File: src/rtl/wb_master_pkg.sv
// Shared types and constants for the Wishbone host master.
package wb_master_pkg;

    typedef enum logic [2:0] {
        ST_IDLE,
        ST_WR_FETCH,
        ST_BUS,
        ST_RD_PUSH,
        ST_FIN
    } wb_state_e;

    localparam logic [3:0]  WB_SEL_ALL  = 4'hF;
    localparam int unsigned SLV_SEL_MSB = 31;
    localparam int unsigned SLV_SEL_LSB = 24;
    localparam int unsigned OFFSET_W    = 24;

endpackage

File: src/rtl/wb_master_timeout.sv
// Ack-wait watchdog: cleared on load, counts enabled cycles, flags the last allowed one.
module wb_master_timeout #(
    parameter int unsigned LIMIT = 1024
) (
    input  logic clk,
    input  logic rst,
    input  logic load,
    input  logic en,
    output logic expire
);

    localparam int unsigned CNT_W = $clog2(LIMIT) + 1;

    logic [CNT_W-1:0] cnt;

    always_ff @(posedge clk) begin
        if (!rst) begin
            cnt <= '0;
        end else if (load) begin
            cnt <= '0;
        end else if (en) begin
            cnt <= cnt + CNT_W'(1);
        end
    end

    assign expire = en && (cnt == CNT_W'(LIMIT - 1));

endmodule

File: src/rtl/wb_host_master.sv
// Host-command to Wishbone classic burst master with interrupt forwarding.
// Optional ack timeout abort enabled by defining WB_MASTER_TIMEOUT_EN.
module wb_host_master
    import wb_master_pkg::*;
#(
    parameter int unsigned ADDR_W         = 32,
    parameter int unsigned DATA_W         = 32,
    parameter int unsigned LEN_W          = 8,
    parameter int unsigned TIMEOUT_CYCLES = 1024
) (
    input  logic              clk,
    input  logic              rst,
    input  logic              cmd_valid,
    output logic              cmd_ready,
    input  logic              cmd_write,
    input  logic [ADDR_W-1:0] cmd_addr,
    input  logic [LEN_W-1:0]  cmd_len,
    input  logic              wr_valid,
    output logic              wr_ready,
    input  logic [DATA_W-1:0] wr_data,
    output logic              rd_valid,
    input  logic              rd_ready,
    output logic [DATA_W-1:0] rd_data,
    output logic              done,
    output logic              done_err,
    output logic              irq_o,
    output logic              irq_pulse,
    output logic              m_we_o,
    output logic              m_cyc_o,
    output logic              m_stb_o,
    output logic [3:0]        m_sel_o,
    output logic [ADDR_W-1:0] m_adr_o,
    output logic [DATA_W-1:0] m_dat_o,
    input  logic [DATA_W-1:0] m_dat_i,
    input  logic              m_ack_i,
    input  logic              m_int_i
);

    localparam int unsigned REM_W = LEN_W + 1;

    wb_state_e         state, state_n;
    logic [REM_W-1:0]  rem, rem_n;
    logic              is_wr, is_wr_n;
    logic [ADDR_W-1:0] adr_n;
    logic [DATA_W-1:0] dat_n, rd_data_n;
    logic              we_n, cyc_n, stb_n, rd_valid_n, done_n, err_n;

`ifdef WB_MASTER_TIMEOUT_EN
    logic tmo_load, tmo_en, tmo_expire;

    assign tmo_load = (state_n == ST_BUS) && (state != ST_BUS);
    assign tmo_en   = (state == ST_BUS) && !m_ack_i;

    wb_master_timeout #(
        .LIMIT (TIMEOUT_CYCLES)
    ) u_timeout (
        .clk    (clk),
        .rst    (rst),
        .load   (tmo_load),
        .en     (tmo_en),
        .expire (tmo_expire)
    );
`endif

    // rem counts words still to transfer, including the one on the bus
    always_comb begin
        state_n    = state;
        rem_n      = rem;
        is_wr_n    = is_wr;
        adr_n      = m_adr_o;
        dat_n      = m_dat_o;
        rd_data_n  = rd_data;
        we_n       = m_we_o;
        cyc_n      = m_cyc_o;
        stb_n      = m_stb_o;
        rd_valid_n = rd_valid;
        done_n     = 1'b0;
        err_n      = 1'b0;
        unique case (state)
            ST_IDLE: begin
                if (cmd_valid && cmd_ready) begin
                    adr_n   = cmd_addr;
                    rem_n   = {1'b0, cmd_len} + REM_W'(1);
                    is_wr_n = cmd_write;
                    if (cmd_write) begin
                        state_n = ST_WR_FETCH;
                    end else begin
                        state_n = ST_BUS;
                        cyc_n   = 1'b1;
                        stb_n   = 1'b1;
                        we_n    = 1'b0;
                    end
                end
            end
            ST_WR_FETCH: begin
                if (wr_valid && wr_ready) begin
                    dat_n   = wr_data;
                    we_n    = 1'b1;
                    stb_n   = 1'b1;
                    cyc_n   = 1'b1;
                    state_n = ST_BUS;
                end
            end
            ST_BUS: begin
                if (m_ack_i) begin
                    stb_n = 1'b0;
                    adr_n = {m_adr_o[SLV_SEL_MSB:SLV_SEL_LSB],
                             m_adr_o[OFFSET_W-1:0] + OFFSET_W'(1)};
                    rem_n = rem - REM_W'(1);
                    if (!is_wr) begin
                        rd_data_n  = m_dat_i;
                        rd_valid_n = 1'b1;
                        state_n    = ST_RD_PUSH;
                    end else if (rem != REM_W'(1)) begin
                        state_n = ST_WR_FETCH;
                    end else begin
                        cyc_n   = 1'b0;
                        we_n    = 1'b0;
                        done_n  = 1'b1;
                        state_n = ST_FIN;
                    end
                end
`ifdef WB_MASTER_TIMEOUT_EN
                else if (tmo_expire) begin
                    stb_n   = 1'b0;
                    cyc_n   = 1'b0;
                    we_n    = 1'b0;
                    done_n  = 1'b1;
                    err_n   = 1'b1;
                    state_n = ST_FIN;
                end
`endif
            end
            ST_RD_PUSH: begin
                if (rd_valid && rd_ready) begin
                    rd_valid_n = 1'b0;
                    if (rem != '0) begin
                        stb_n   = 1'b1;
                        state_n = ST_BUS;
                    end else begin
                        cyc_n   = 1'b0;
                        done_n  = 1'b1;
                        state_n = ST_FIN;
                    end
                end
            end
            ST_FIN: begin
                cyc_n   = 1'b0;
                stb_n   = 1'b0;
                we_n    = 1'b0;
                state_n = ST_IDLE;
            end
            default: state_n = ST_IDLE;
        endcase
    end

    always_ff @(posedge clk) begin
        if (!rst) begin
            state     <= ST_IDLE;
            rem       <= '0;
            is_wr     <= 1'b0;
            cmd_ready <= 1'b0;
            wr_ready  <= 1'b0;
            rd_valid  <= 1'b0;
            rd_data   <= '0;
            done      <= 1'b0;
            m_we_o    <= 1'b0;
            m_cyc_o   <= 1'b0;
            m_stb_o   <= 1'b0;
            m_sel_o   <= '0;
            m_adr_o   <= '0;
            m_dat_o   <= '0;
            irq_o     <= 1'b0;
            irq_pulse <= 1'b0;
        end else begin
            state     <= state_n;
            rem       <= rem_n;
            is_wr     <= is_wr_n;
            cmd_ready <= (state_n == ST_IDLE);
            wr_ready  <= (state_n == ST_WR_FETCH);
            rd_valid  <= rd_valid_n;
            rd_data   <= rd_data_n;
            done      <= done_n;
            m_we_o    <= we_n;
            m_cyc_o   <= cyc_n;
            m_stb_o   <= stb_n;
            m_sel_o   <= stb_n ? WB_SEL_ALL : '0;
            m_adr_o   <= adr_n;
            m_dat_o   <= dat_n;
            irq_o     <= m_int_i;
            irq_pulse <= m_int_i & ~irq_o;
        end
    end

`ifdef WB_MASTER_TIMEOUT_EN
    always_ff @(posedge clk) begin
        if (!rst) begin
            done_err <= 1'b0;
        end else begin
            done_err <= err_n;
        end
    end
`else
    assign done_err = 1'b0;
    logic unused_err;
    assign unused_err = err_n;
`endif

endmodule
File: config.mk
export PLATFORM = sky130hd
export DESIGN_NAME = wb_host_master
export DESIGN_NICKNAME = d
export VERILOG_FILES = /design/src/rtl/wb_master_pkg.sv /design/src/rtl/wb_master_timeout.sv /design/src/rtl/wb_host_master.sv
export SDC_FILE = /design/constraint.sdc
export NUM_CORES = 1
export LEC_CHECK = 0
export ABC_AREA = 1
export CAP_MARGIN = 20
export CELL_PAD_IN_SITES_DETAIL_PLACEMENT = 0
export CELL_PAD_IN_SITES_GLOBAL_PLACEMENT = 1
export CORE_MARGIN = 1.5
export CORE_UTILIZATION = 32
export CTS_CLUSTER_DIAMETER = 60
export DETAILED_ROUTE_END_ITERATION = 8
export GPL_TIMING_DRIVEN = 0
export PLACE_DENSITY_LB_ADDON = 0.1
export SLEW_MARGIN = 20
export SYNTH_ARGS = -nofsm -noshare
export SYNTH_HDL_FRONTEND = slang
export SYNTH_SLANG_ARGS = --single-unit
export TNS_END_PERCENT = 50
File: constraint.sdc
create_clock -name clk -period 3.4 [get_ports clk]
set_input_delay 0.51 -clock clk [delete_from_list [all_inputs] [get_ports clk]]
set_output_delay 0.51 -clock clk [all_outputs]
set_load 0.02 [all_outputs]
# [Yosys cells after proc, flatten, opt, wreduce, memory -nomap -nowiden]
# Index checks and enable logic that the tools add are counted.
[word_totals] regBits=122 in_bits=112 elab_cells=102
[classes] n_addsub=3 eq_ne=15 mux=45 bitwise=4 n_reduce_logical=18
[ops] operator="$pmux 32 s2" n=1
[ops] operator="$mux 32" n=1
[ops] operator="$add 24x1->24 const B" n=1
[ops] operator="$mux 1" n=24
[ops] operator="$mux 24" n=1
[ops] operator="$mux 3" n=7
[ops] operator="$mux 9" n=2
[ops] operator="$ne 2x2->1 const B" n=9
[ops] operator="$pmux 9 s2" n=1
[ops] operator="$pmux 3 s4" n=1
[ops] operator="$pmux 1 s5" n=2
[ops] operator="$add 8x1->9 const B" n=1
[ops] operator="$ne 9x1->1 const B" n=1
[ops] operator="$reduce_and 3->1" n=3
[ops] operator="$reduce_and 9->1" n=1
[ops] operator="$reduce_bool 9->1" n=1
[ops] operator="$sub 9x1->9 const B" n=1
[ops] operator="$reduce_and 7->1" n=1
[ops] operator="$eq 3x1->1 const B" n=2
[ops] operator="$eq 3x2->1 const B" n=2
[ops] operator="$logic_not 3->1" n=2
[ops] operator="$reduce_bool 5->1" n=1
[ops] operator="$mux 4" n=1
[ops] operator="$pmux 1 s2" n=2
[ops] operator="10 further kinds" n=16

# [Logic depth before layout (Yosys ltp)]
[logic_depth] word_depth=6 ltp_mapped=10 mapped_depth_nobuf=10

# [Least setup slack after synthesis]
# No wires, ideal clock.
[synth_path] path_kind="reg-to-reg" start="reg m_adr_o[0]" end="reg m_adr_o[16]" setup_time_ns=0.132 arrival_time_ns=1.480 t_required_ns=3.268 path_slack_ns=1.788 path_stages_with_launch=9 path_buffers=0 period_less_slack_ns=1.612 path_cell_list="dfxtp_1 ha_1 nand2_1 nor2_1 nand2_1 o21ai_0 nand3_1 nand2_1 a21oi_1"
[synth_between] elab_chain_cells=3
[synth_lines] item="start: declaration" line_no="wb_host_master.sv:32" rtl="output logic [ADDR_W-1:0] m_adr_o,"
[synth_lines] item="start signal: assignment" line_no="wb_host_master.sv:188" rtl="m_adr_o <= adr_n;"
[synth_lines] item="$add 24x1->24" line_no="wb_host_master.sv:108" rtl="m_adr_o[OFFSET_W-1:0] + OFFSET_W'(1)};"
[synth_lines] item="$mux 24" line_no="wb_host_master.sv:105" rtl="if (m_ack_i) begin"
[synth_lines] item="$pmux 32 s2" line_no="wb_host_master.sv:79" rtl="unique case (state)"
# Every way passes these cells. The select of a mux whose other input is x is not followed.
# A chain may end at the register's enable or synchronous reset.

==> flow_summary.json <==
{
  "cts_setup_buffers": 0,
  "crit_fanout": 6,
  "synth-main-ff-cell": "dfxtp_1",
  "highest_layer": "met4",
  "cp_num_cells": 2,
  "min_period_ps": 2130,
  "wl_met1_um": 8900,
  "grt_pass1_vias": 5788,
  "crit_family": "buffers and inverters",
  "worstPathRequired_ps": 2890,
  "dr_wl_met3_um": 1610,
  "pwr-share-comb_pct": 23.1,
  "critPathBufInv": 2,
  "yosysWarningCount": 0,
  "synthMuxAreaShare_pct": 0,
  "grt_overflow_total": 0,
  "synth_top_area_share_pct": 42.0,
  "dieWidth_um": 136,
  "vias": 6082,
  "netlist_instances": 832,
  "outcome": "finished, final reports clean",
  "finalSetupViolCount": 0,
  "post-dp-hpwl_um": 14100,
  "cpPeakStageDelay_ps": 590,
  "hold_violations": 0,
  "ys_seq_area_share_pct": 42.0,
  "diodes": 0,
  "htree_levels": 4,
  "holdPathEnd": "irq_pulse",
  "antenna_found_initial": 0,
  "synth_area_sq_um": 5620,
  "route.met2.wl_um": 8440,
  "cp.arrival_ps": 1620,
  "clock_latency_ps": 430,
  "initialDrtViolationCount": 338,
  "vdd.ir_drop.worst_v": 0.000376,
  "whs_path_depth": 1,
  "synthAdderAreaFrac_pct": 1.11,
  "start_kind": "flop",
  "worst_slew_pin_slew_ps": 612,
  "setup_tns_ps": 0,
  "synthTopCellsByArea": "dfxtp_1 (42%), nand2_1 (10%), nor2_1 (8.7%), o21ai_0 (8.5%), a21oi_1 (6.8%)",
  "crit_type": "flop to output port",
  "synth-compound-area-share_pct": 18.1,
  "rr_startpoint": "m_adr_o[0]",
  "fp.dieH_um": 136,
  "root_buffer": "clkbuf_16",
  "synth-async-reset-ratio_pct": 0,
  "placed_cell_area_sq_um": 8100,
  "timing.fmax_mhz": 470,
  "min_from": "irq_o",
  "drc": 0,
  "worst-r2r-setup-slack_ps": 1440,
  "finalPower_mw": 4.45,
  "whs_ps": 405,
  "switching_power_mw": 1.39,
  "pwr_density_cell_nw_per_um2": 512,
  "rsz0062_at_grt": "no",
  "ctsHoldBuffers": 0,
  "worst_path_max_delay_cell": "clkdlybuf4s50_1",
  "synth_top_family_by_area": "simple AND/OR/NAND/NOR gates",
  "syn_area_per_cell_sq_um": 6.76,
  "maxSlewHeadroom_pct": 59.2,
  "synth.distinct_cells": 35,
  "cts_resized": 0,
  "synthXorXnorAreaFrac_pct": 0.779,
  "cts_inserted_buffers": 17,
  "wl_um": 19100,
  "dieArea_sq_um": 18400,
  "start_util_pct": 32.6,
  "path_cells": "buf_4 -> clkdlybuf4s50_1",
  "drive_above_1_share_pct": 6.46,
  "wl_per_cell_um": 14.6,
  "post-route-util_pct": 50.5,
  "gp_congestion": 0.798,
  "r2r-end": "m_adr_o[16]",
  "hp-class": "flop to flop",
  "ant_nets": 0,
  "synth_most_common_cell": "nand2_1",
  "syn_nets": 949,
  "cts.sinks": 118,
  "p_seq_share_pct": 36.1,
  "grt_pass1_wl_um": 29800,
  "area.growth.synth_to_final_pct": 54.7,
  "clk_pin_slew_ps": 60,
  "clockBufferDepth": 2,
  "synth_area_leader_cell": "dfxtp_1",
  "p_int_mw": 3.06,
  "coreArea_sq_um": 17200,
  "viasPerCell": 4.65,
  "end_kind": "output port",
  "p_leak_nw": 3.34,
  "swShare_pct": 31.2,
  "n_fill_cell": 1755,
  "clock_skew_ps": 11.4,
  "r2r_cells": 8,
  "num_rows": 48,
  "synthTopCellsByCount": "nand2_1 (151), nor2_1 (130), dfxtp_1 (118), o21ai_0 (95), inv_1 (92)",
  "final_nets": 1188,
  "ios": 222,
  "grt_max_degree": 17,
  "dr.pass1.iters": 5,
  "drv_cap": 0,
  "synth_edf_count": 0,
  "ys_seq_elements": 118,
  "slew_viol_final": 0,
  "post-route-cell-area_sq_um": 8700,
  "p_clk_share_pct": 40.9,
  "synth-simple-area-share_pct": 27.5,
  "final.period_utilization_pct": 62.6,
  "portBuffers": 220,
  "cts_tree": "built",
  "grt_usage_pct": 21.0
}
[worst register-to-register path, cell delays in order (launching register included)]
cell and delay (ps):
dfxtp_1 430, ha_1 310, nand2_1 120, nor2_1 320
nand2_1 190, o21ai_0 200, nand3_1 110, nand2_1 80
a21oi_1 50
[logic make-up (layout without fill, tap and decap cells)]
group,after synthesis,count (layout)
AOI/OAI and AO/OA,195,195
buffers and inverters,140,392
xor gates and xnor gates,5,5
other,1,1
and+or+nand+nor,368,368
DFF,118,118
adders and majority gates,5,5
[layout make-up]
class | count | area, sq um | area share [%]
buffer | 46 | 233 | 2.68
clock buffer | 19 | 443 | 5.09
clock inverter | 13 | 149 | 1.71
inverter | 94 | 353 | 4.06
multi-input combinational | 574 | 2670 | 30.7
sequential | 118 | 2360 | 27.2
tap | 225 | 282 | 3.24
timing repair buffer | 220 | 2200 | 25.3
[worst max-delay path by stage]
stage,endpoint,startpoint,slack [ps]
floorplan,m_adr_o[16],m_adr_o[0],1790
global placement,rd_data[25],rst,810
detailed placement,rd_data[22],rst,810
CTS,m_sel_o[3],flop,1240
global route,rd_data[22],rst,1120
finish,m_sel_o[1],flop,1270
[metal layers]
| layer | global-route usage [%] | up-vias |
|---|---|---|
| met1 | 27.4 | 2706 |
| met4 | 5.50 | 0 |
| li1 | - | 3165 |
| met3 | 7.71 | 16 |
| met2 | 32.8 | 195 |
| met5 | 0 | - |
[flip-flops by register name (all words and copies together) (netlist names), named ones only]
name and count:
rd_data 32, m_cyc_o 1, rd_valid 1, cmd_ready 1
irq_o 1, m_dat_o 32, done 1, m_adr_o 32
m_we_o 1, is_wr 1, rem 9, irq_pulse 1
state 3, wr_ready 1
[layout by cell type (no fill, tap or decap), types with 2 or more instances in the layout]
master	n
clkdlybuf4s50_1	220
nand2_1	151
nor2_1	130
dfxtp_1	118
o21ai_0	95
inv_1	92
a21oi_1	76
nand3_1	55
clkbuf_1	21
clkbuf_16	17
buf_2	12
nand4_1	12
buf_4	9
or2_2	6
xor2_1	5
a31oi_1	5
ha_1	5
a211oi_1	4
nor3_1	4
o21ai_1	4
clkinv_4	4
nand3b_1	3
o22ai_1	3
clkbuf_2	3
o21bai_1	3
clkinvlp_4	3
inv_6	3
inv_2	2
nand2_2	2
nor2_4	2
o211ai_1	2
bufinv_16	2
[stage by stage]
| step | std cells | setup slack [ps] |
|---|---|---|
| final | 1309 | 1270 |
| after global routing | 1309 | 1120 |
| after CTS | 1309 | 1240 |
| after detailed placement | 1277 | 811 |
| after global placement | 1277 | 805 |
| after floorplan | 832 | 1790 |
[power by group through the flow]
stage	registers (mW)	logic [mW]	clock network [mW]
floorplan	1.71	0.462	0
global placement	1.63	1.03	0
detailed placement	1.63	1.03	0
CTS	1.60	1.04	1.86
global route	1.62	1.14	1.92
finish	1.61	1.03	1.82
No activity file was read; power rests on OpenSTA's default activity.
